$ cat src/rtl/dsd_shift_pkg.sv
// Shared types and constants for the serial shift-register blocks
// (transmit PISO and the matching receive-side shift register).
package dsd_shift_pkg;

  typedef enum logic [0:0] {
    IDLE  = 1'b0,
    SHIFT = 1'b1
  } piso_state_t;

  localparam logic DIR_MSB_FIRST = 1'b0;
  localparam logic DIR_LSB_FIRST = 1'b1;

endpackage

$ cat src/rtl/piso_shift_reg.sv
// Parallel-in serial-out shift register with valid/ready load and per-word
// bit order; a receiver using the same dir reassembles the word unchanged.
//
// state | meaning
// IDLE  | no word held, sout=0, ready for a load
// SHIFT | word in sr, current bit on sout, consumed on en
module piso_shift_reg
  import dsd_shift_pkg::*;
#(
  parameter int MSB = 8
) (
  input  logic           clk,
  input  logic           rstn,
  input  logic           en,
  input  logic           dir,
  input  logic [MSB-1:0] din,
  input  logic           load_valid,
  output logic           load_ready,
  output logic           sout,
  output logic           sout_valid,
  output logic           done
);

  localparam int CW = $clog2(MSB);
  localparam logic [CW-1:0] LAST = CW'(MSB - 1);

  piso_state_t    state_q, state_d;
  logic [MSB-1:0] sr_q, sr_d;
  logic           dir_q, dir_d;
  logic [CW-1:0]  cnt_q, cnt_d;
  logic           done_q, done_d;
  logic           last_bit;
  logic           load_fire;

  assign last_bit   = (state_q == SHIFT) && (cnt_q == LAST);
  // Ready on the final consuming edge too, so back-to-back words have no gap.
  assign load_ready = (state_q == IDLE) || (last_bit && en);
  assign load_fire  = load_valid && load_ready;

  always_comb begin
    state_d = state_q;
    sr_d    = sr_q;
    dir_d   = dir_q;
    cnt_d   = cnt_q;
    done_d  = 1'b0;
    if (state_q == SHIFT && en) begin
      if (last_bit) begin
        done_d  = 1'b1;
        state_d = IDLE;
      end else begin
        cnt_d = cnt_q + 1'b1;
        if (dir_q == DIR_LSB_FIRST) sr_d = {1'b0, sr_q[MSB-1:1]};
        else                        sr_d = {sr_q[MSB-2:0], 1'b0};
      end
    end
    if (load_fire) begin
      sr_d    = din;
      dir_d   = dir;
      cnt_d   = '0;
      state_d = SHIFT;
    end
  end

  always_ff @(posedge clk or negedge rstn) begin
    if (!rstn) begin
      state_q <= IDLE;
      sr_q    <= '0;
      dir_q   <= DIR_MSB_FIRST;
      cnt_q   <= '0;
      done_q  <= 1'b0;
    end else begin
      state_q <= state_d;
      sr_q    <= sr_d;
      dir_q   <= dir_d;
      cnt_q   <= cnt_d;
      done_q  <= done_d;
    end
  end

  assign sout_valid = (state_q == SHIFT);
  assign sout       = (state_q != SHIFT)       ? 1'b0 :
                      (dir_q == DIR_LSB_FIRST) ? sr_q[0] : sr_q[MSB-1];
  assign done       = done_q;

endmodule

$ cat config.mk
export PLATFORM = sky130hd
export DESIGN_NAME = piso_shift_reg
export DESIGN_NICKNAME = d
export VERILOG_FILES = /design/src/rtl/dsd_shift_pkg.sv /design/src/rtl/piso_shift_reg.sv
export SDC_FILE = /design/constraint.sdc
export NUM_CORES = 1
export LEC_CHECK = 0
export CAP_MARGIN = 20
export CORE_MARGIN = 2
export CORE_UTILIZATION = 55
export CTS_BUF_LIST = sky130_fd_sc_hd__clkbuf_4 sky130_fd_sc_hd__clkbuf_8
export DETAILED_ROUTE_END_ITERATION = 7
export HOLD_SLACK_MARGIN = 0.1
export PLACE_DENSITY_LB_ADDON = 0.3
export SLEW_MARGIN = 20
export SYNTH_ARGS = -nofsm -noshare
export SYNTH_HDL_FRONTEND = slang
export SYNTH_SLANG_ARGS = --single-unit
$ cat constraint.sdc
create_clock -name clk -period 4.7 [get_ports clk]
set_input_delay 0.94 -clock clk [delete_from_list [all_inputs] [get_ports clk]]
set_output_delay 0.94 -clock clk [all_outputs]
set_load 0.03 [all_outputs]
==> flow_summary.rst, run 1 <==
.. list-table::
   :header-rows: 1

   * - Metric
     - Value
   * - Synth cell types
     - 24
   * - Overflow left after global routing
     - 0
   * - Mean routed wirelength per cell
     - 13.60 µm
   * - Number of max-slew violations in the final report
     - 0
   * - Post-synthesis mux area share
     - roughly 3.7%
   * - Total negative setup slack
     - 0 ps
   * - Die Height
     - around 42 µm
   * - Global-route total usage across every layer
     - 19.84%
   * - Clock tree skew after final layout
     - ~2.8 ps
   * - Number of antenna violations at the first check in global routing
     - 0
   * - FF-to-FF path depth
     - 6
   * - Final antenna-violating net count
     - 0
   * - Max FO, Critical Path
     - 9
   * - Cell class contributing the biggest share of worst-path delay
     - buffers and inverters
   * - Type of the worst setup path
     - input pin to primary output
   * - Cell breakdown of the critical path
     - clkdlybuf4s50_1, a21bo_4, clkdlybuf4s50_1
   * - Mapped Avg Cell Area
     - 9.524 µm²
   * - Drt initial violations
     - 11
   * - Max-cap violation count
     - 0
   * - Synth top area cells
     - sky130_fd_sc_hd__dfrtp_1 43%, sky130_fd_sc_hd__a211oi_2 7.7%, sky130_fd_sc_hd__nand2_1 7.4%
   * - Result of the run
     - finished, final reports clean
   * - Post-synthesis cell count
     - 85
   * - Unrepaired setup endpoints after global routing
     - false
   * - Library cell with the largest summed area after synthesis
     - sky130_fd_sc_hd__dfrtp_1
   * - Global-route wire length before repair
     - roughly 2700 µm
   * - Synthesized-area fraction occupied by adder cells
     - 3.091%
   * - Worst endpoint data arrival time
     - 2480 ps
   * - Clock insertion delay at the later pin of the skew report
     - 280 ps
   * - Category of the worst setup path capture point
     - primary output
   * - CTS resizes
     - 0
   * - Instance count along the most critical hold path
     - 2
   * - Synth-to-layout area growth
     - 23.03%
   * - Pin count of the biggest net entering global routing
     - 16
   * - Core Area
     - 0.001334 mm²
   * - # port buffers
     - 16
   * - Overall via count from detail_route
     - roughly 660
   * - HPWL after detailed placement
     - 1140 µm
   * - Hold slack final
     - 525.5 ps
   * - Depth of the CTS H-tree
     - 1
   * - Global placer's final weighted congestion
     - 0.8096
   * - Final hold violations
     - 0
   * - Post-synth net total
     - 100
   * - Worst min path class
     - register to register
   * - Floorplan die width
     - 42.37 µm
   * - Share of post-route cells with drive strength above 1
     - approximately 14%
   * - Normalized max-slew margin
     - 58.80%
   * - Sequential cell area
     - 350.3 µm²
   * - Post-synthesis share of cell area spent on and, or, nand and nor gates
     - 22.26%
   * - Row Count
     - 13
   * - Number of top-level design ports
     - 17
   * - Flops & latches, synth
     - 14
   * - Required time of the critical path
     - 3760 ps
   * - Starting density of the core
     - 60.69%
   * - Final wirelength
     - 1578 µm
   * - Antenna diode count
     - 0
   * - Via count of the first global-routing pass
     - 609
   * - Number of buffers on the longest clock path
     - 2
   * - Total clock buffers created by CTS
     - 3
   * - Highest Clock Rate
     - 292.1 MHz
   * - Share of the synthesized area in the top cell type
     - 43.28%
   * - Largest stage delay, worst path
     - 680 ps
   * - Total buffers and inverters traversed by the critical path
     - 2
   * - Layout net count
     - around 120
   * - Transition time of the tightest slew-check pin
     - 616.1 ps
   * - Number of iterations in the first detailed-routing pass
     - 4
   * - Yosys warns
     - 0
   * - Sequential-to-total area share from yosys stat
     - 43.28%
   * - Total number of clock tree sinks
     - 14
   * - Leakage component of the power
     - 0.4438 nW
   * - Nature of the critical path startpoint
     - input pin
   * - DRC violation count after routing
     - 0
   * - XOR/XNOR share of the synthesized area
     - 0%
   * - Number of endpoints failing setup at the final stage
     - 0
   * - Peak supply drop
     - about 320 µV
   * - Pwr Density
     - 544.8 mW/mm²
   * - Multi-input combinational cell area
     - roughly 420 µm²
   * - Root Buffer
     - sky130_fd_sc_hd__clkbuf_4
   * - Post-CTS setup buffer count
     - 0
   * - Cell with the largest stage delay on the worst path
     - sky130_fd_sc_hd__clkdlybuf4s50_1
   * - Area of the mapped netlist
     - 809.5 µm²
   * - Complex-gate fraction of the synthesized area
     - 22.72%
   * - CTS clock-pin slew for the worst setup and hold paths
     - 90 ps
   * - Dominant combinational cell family by area after synthesis
     - compound AO/OA/AOI/OAI gates
   * - Cts hold-fix bufs
     - 0
   * - Cell type with the highest occurrence count on the critical path
     - sky130_fd_sc_hd__clkdlybuf4s50_1
   * - Cell count after placement
     - 112
   * - Post-route clock period utilization
     - 72.83%
   * - Non-filler instance count after layout
     - 116
   * - Crit path time final
     - 3423 ps
   * - Area enclosed by the die boundary
     - roughly 0.0018 mm²
   * - Filler cell count in the final layout
     - 100
   * - CTS tree
     - built
   * - Detailed-route vias per instance
     - between 5 and 6
   * - Worst path depth
     - 3
cell usage after synthesis:
cell type / count
sky130_fd_sc_hd__and2b_2: 1
sky130_fd_sc_hd__or2b_1: 1
sky130_fd_sc_hd__nor2_1: 9
sky130_fd_sc_hd__nand4_1: 1
sky130_fd_sc_hd__o22ai_1: 2
sky130_fd_sc_hd__a211oi_2: 5
sky130_fd_sc_hd__a22o_1: 2
sky130_fd_sc_hd__and3_2: 1
sky130_fd_sc_hd__buf_4: 1
sky130_fd_sc_hd__buf_6: 1
sky130_fd_sc_hd__o31ai_1: 5
sky130_fd_sc_hd__o22ai_2: 1
sky130_fd_sc_hd__a21oi_1: 2
sky130_fd_sc_hd__nand2_1: 16
sky130_fd_sc_hd__ha_1: 2
sky130_fd_sc_hd__dfrtp_1: 14
sky130_fd_sc_hd__a21bo_4: 1
sky130_fd_sc_hd__o21ai_0: 3
sky130_fd_sc_hd__and2_4: 1
sky130_fd_sc_hd__mux2i_1: 3
sky130_fd_sc_hd__nor2b_1: 6
sky130_fd_sc_hd__inv_1: 3
sky130_fd_sc_hd__nand3_1: 2
sky130_fd_sc_hd__buf_2: 2
worst reg2reg max path: stages, from the launching register on:
cell and delay (ps):
sky130_fd_sc_hd__dfrtp_1 400, sky130_fd_sc_hd__ha_1 160, sky130_fd_sc_hd__ha_1 270, sky130_fd_sc_hd__and2b_2 280
sky130_fd_sc_hd__o22ai_2 430, sky130_fd_sc_hd__nor2b_1 210, sky130_fd_sc_hd__a21oi_1 50
layout by cell type (no fill, tap or decap), drive strengths merged:
cell type and count:
clkbuf 4, nand4 1, a211oi 5, ha 2
o31ai 5, o21ai 3, a21bo 1, o22ai 3
inv 3, and3 1, clkdlybuf4s50 16, and2 1
and2b 1, nand2 16, a22o 2, nand3 2
nor2 9, dfrtp 14, nor2b 6, mux2i 3
or2b 1, a21oi 2
final timing paths:
check / slack [ps] / end / from
setup / recovery: 1280 / load_ready / en
hold / removal: 530 / sr_q[1]$_DFFE_PN0P_ / sr_q[1]$_DFFE_PN0P_
setup reg to reg: 2790 / sr_q[0]$_DFFE_PN0P_ / cnt_q[0]$_DFFE_PN0P_
hold reg to reg: 530 / sr_q[1]$_DFFE_PN0P_ / sr_q[1]$_DFFE_PN0P_
max in group asynchronous: 3260 / sr_q[0]$_DFFE_PN0P_ / rstn
min in group asynchronous: 1040 / done$_DFF_PN0_ / rstn
kinds of logic after synthesis:
family,after synthesis
and+or+nand+nor,38
muxes,3
DFF,14
AOI/OAI and AO/OA,21
buffers and inverters,7
adders and majority gates,2
sequential cells by signal, summed over array words and instances, names as in the netlist:
register / flops
sr_q: 8
done: 1
sout_valid: 1
dir_q: 1
cnt_q: 3
power by group:
| part | internal, mW | switching [mW] |
|---|---|---|
| logic | 0.117 | 0.110 |
| clock network | 0.0471 | 0.0397 |
| registers | 0.169 | 0.0599 |
layout make-up:
type | instances | share of cell area (%)
clock buffer | 4 | 3.643
inverter | 3 | 1.131
multi-input combinational | 64 | 42.09
sequential | 14 | 35.18
tap | 15 | 1.884
timing repair buffer | 16 | 16.08
per-stage QoR:
| stage | util [%] | worst slack [ps] | power [mW] | area (µm²) |
|---|---|---|---|---|
| detailed placement | 71.95 | 1299 | 0.4575 | 959.7 |
| global placement | 71.95 | 1316 | 0.4431 | 959.7 |
| global route | 74.67 | 1220 | 0.5842 | 996.0 |
| floorplan | - | 2412 | 0.3946 | 809.5 |
| finish | 74.67 | 1277 | 0.5426 | 996.0 |
| CTS | 74.67 | 1293 | 0.5447 | 996.0 |
routing by layer:
layer	part of all wire [%]	up-vias	GRT usage (%)
li1	-	330	-
met1	48	312	27.52
met2	46	19	30.15
met3	4.9	2	4.310
met4	0.89	0	7.500
met5	0	-	0
No activity file was read; power rests on OpenSTA's default activity.
==> inputs of run 2 (changes only) <==
CORE_UTILIZATION = 46   (was 55)
clock period = 2.9 ns   (was 4.7 ns; I/O delays follow)
==> run 2 against run 1 <==
Power is 58% higher. Critical path depth rose by 1. Worst setup slack worse by 970 ps. Non-clock buffer count is 2 higher. Clock skew about the same. Via count increased by 0.45%. Design area up 0.38%. Critical path type is now register to primary output.
==> flow_summary.rst, run 2 (synthesis results as in run 1) <==
.. list-table::
   :header-rows: 1

   * - Metric
     - Value
   * - Result of the run
     - finished, final reports clean
   * - Drt initial violations
     - 13
   * - Setup slack of the most critical reg-to-reg path
     - about 970 ps
   * - HPWL after detailed placement
     - around 1200 µm
   * - Number of buffers on the longest clock path
     - 2
   * - Number of max-slew violations in the final report
     - 0
   * - Root Buffer
     - sky130_fd_sc_hd__clkbuf_4
   * - FF-to-FF End
     - sr_q[0]$_DFFE_PN0P_
   * - Via count of the first global-routing pass
     - 583
   * - Cell count after placement
     - 116
   * - Antenna diode count
     - 0
   * - Area enclosed by the die boundary
     - 0.002111 mm²
   * - Total number of clock tree sinks
     - 14
   * - DRC violation count after routing
     - 0
   * - Overflow left after global routing
     - 0
   * - Mean routed wirelength per cell
     - 13.69 µm
   * - Registers with the most flip-flops
     - sr_q: 8 flops, cnt_q: 3 flops
   * - Commonest cells after routing, fill and taps aside
     - 16 x sky130_fd_sc_hd__nand2_1, 16 x sky130_fd_sc_hd__clkdlybuf4s50_1, 14 x sky130_fd_sc_hd__dfrtp_1
   * - Pin count of the biggest net entering global routing
     - 16
   * - Post-layout worst setup margin
     - 311.6 ps
   * - Global-route wire length before repair
     - about 2600 µm
   * - Total clock buffers created by CTS
     - 3
   * - Layout net count
     - ~120
   * - Beginning of the critical path
     - cnt_q[0]$_DFFE_PN0P_
   * - Type of the worst setup path
     - register to primary output
   * - Endpoint of the worst setup timing path
     - load_ready
   * - Number of top-level design ports
     - 17
   * - Overall via count from detail_route
     - 666
   * - # port buffers
     - 16
   * - Max reg flops
     - 8
   * - Worst endpoint data arrival time
     - 2010 ps
   * - FF-to-FF path depth
     - 6
   * - Number of iterations in the first detailed-routing pass
     - 4
   * - Depth of the CTS H-tree
     - 1
   * - Starting density of the core
     - 47.93%
   * - Die Height
     - 45.95 µm
   * - Origin of the critical flop-to-flop path
     - cnt_q[1]$_DFFE_PN0P_
   * - Global placer's final weighted congestion
     - around 0.8
   * - Multi-input combinational cell area
     - between 400 and 500 µm²
   * - Worst min path class
     - register to register
   * - Pwr Density
     - 859.9 mW/mm²
   * - Cell area after placement
     - 977.2 µm²
   * - Post-route clock period utilization
     - just under 90%
   * - CTS resizes
     - 0
   * - Leakage component of the power
     - 0.4464 nW
   * - Non-filler instance count after layout
     - 119
   * - Category of the worst setup path capture point
     - primary output
   * - Number of endpoints failing setup at the final stage
     - 0
   * - Floorplan die width
     - 45.95 µm
   * - CTS tree
     - built
   * - Share of post-route cells with drive strength above 1
     - between 10% and 20%
   * - Final hold violations
     - 0
   * - Transition time of the tightest slew-check pin
     - 660.0 ps
   * - Number of antenna violations at the first check in global routing
     - 0
   * - Final wirelength
     - 1629 µm
   * - CTS clock-pin slew for the worst setup and hold paths
     - 90 ps
   * - Sequential cell area
     - about 350 µm²
   * - Post-CTS setup buffer count
     - 0
   * - Peak supply drop
     - approximately 490 µV
   * - Unrepaired setup endpoints after global routing
     - false
   * - Max-cap violation count
     - 0
   * - Required time of the critical path
     - roughly 2300 ps
   * - Core Area
     - 0.001689 mm²
   * - Register containing the most flip-flops in the final layout
     - sr_q
   * - Cts hold-fix bufs
     - 0
   * - Row Count
     - 15
   * - Total negative setup slack
     - 0 ps
   * - Filler cell count in the final layout
     - 156
   * - Clock tree skew after final layout
     - 3.044 ps
   * - Crit path time final
     - 2588 ps
   * - Post-Place Worst Slack
     - 424.3 ps
   * - Detailed-route vias per instance
     - 5.597
   * - Nature of the critical path startpoint
     - register
   * - Clock insertion delay at the later pin of the skew report
     - 280 ps
   * - Design area
     - 999.7 µm²
   * - Global-route total usage across every layer
     - 17.44%
   * - Highest Clock Rate
     - 386.3 MHz
   * - Max FO, Critical Path
     - 7
   * - Final antenna-violating net count
     - 0
   * - Synth-to-layout area growth
     - 23.49%
   * - Normalized max-slew margin
     - 55.86%
## run 2: cell type report
type,count,share of cell area [%]
tap,17,2.128
inverter,3,1.126
multi-input combinational,64,41.93
sequential,14,35.04
clock buffer,3,2.253
timing repair buffer,18,17.52
## run 2: through the flow
stage / hold slack [ps] / power (mW) / utilization, %
4_1_cts: 537.6 / 0.8659 / 59.19
5_1_grt: 556.5 / 0.9248 / 59.19
2_1_floorplan: 284.4 / 0.6396 / -
6_report: 533.4 / 0.8597 / 59.19
3_3_place_gp: 490.3 / 0.7317 / 57.85
3_5_place_dp: 512.3 / 0.7521 / 57.85
## run 2: routing by layer
layer	track usage, %	part of all wire (%)	vias to the layer above
met5	0	0	-
met4	10.29	2.5	0
met3	2.381	3.3	5
met2	26.67	47	20
met1	23.11	47	307
li1	-	-	334
## run 2: worst min-delay path by stage
| stage | start | to | slack [ps] | cells past startpoint |
|---|---|---|---|---|
| 2_1_floorplan | rstn | cnt_q[0]$_DFFE_PN0P_ | 280 | 0 |
| 3_3_place_gp | sr_q[1]$_DFFE_PN0P_ | sr_q[1]$_DFFE_PN0P_ | 490 | 2 |
| 3_5_place_dp | sr_q[1]$_DFFE_PN0P_ | sr_q[1]$_DFFE_PN0P_ | 510 | 2 |
| 4_1_cts | sr_q[1]$_DFFE_PN0P_ | sr_q[1]$_DFFE_PN0P_ | 540 | 2 |
| 5_1_grt | sr_q[1]$_DFFE_PN0P_ | sr_q[1]$_DFFE_PN0P_ | 560 | 2 |
| 6_report | sr_q[1]$_DFFE_PN0P_ | sr_q[1]$_DFFE_PN0P_ | 530 | 2 |
## run 2: power breakdown
group	total (mW)	switching [mW]	internal, mW
clock	0.114	0.0654	0.0483
combinational	0.403	0.204	0.199
sequential	0.343	0.0686	0.274
total	0.860	0.338	0.522
## run 2: critical path, stage by stage (launching register included)
cell	delay [ps]
sky130_fd_sc_hd__dfrtp_1	410
sky130_fd_sc_hd__ha_1	210
sky130_fd_sc_hd__ha_1	260
sky130_fd_sc_hd__a21bo_4	250
sky130_fd_sc_hd__clkdlybuf4s50_1	590
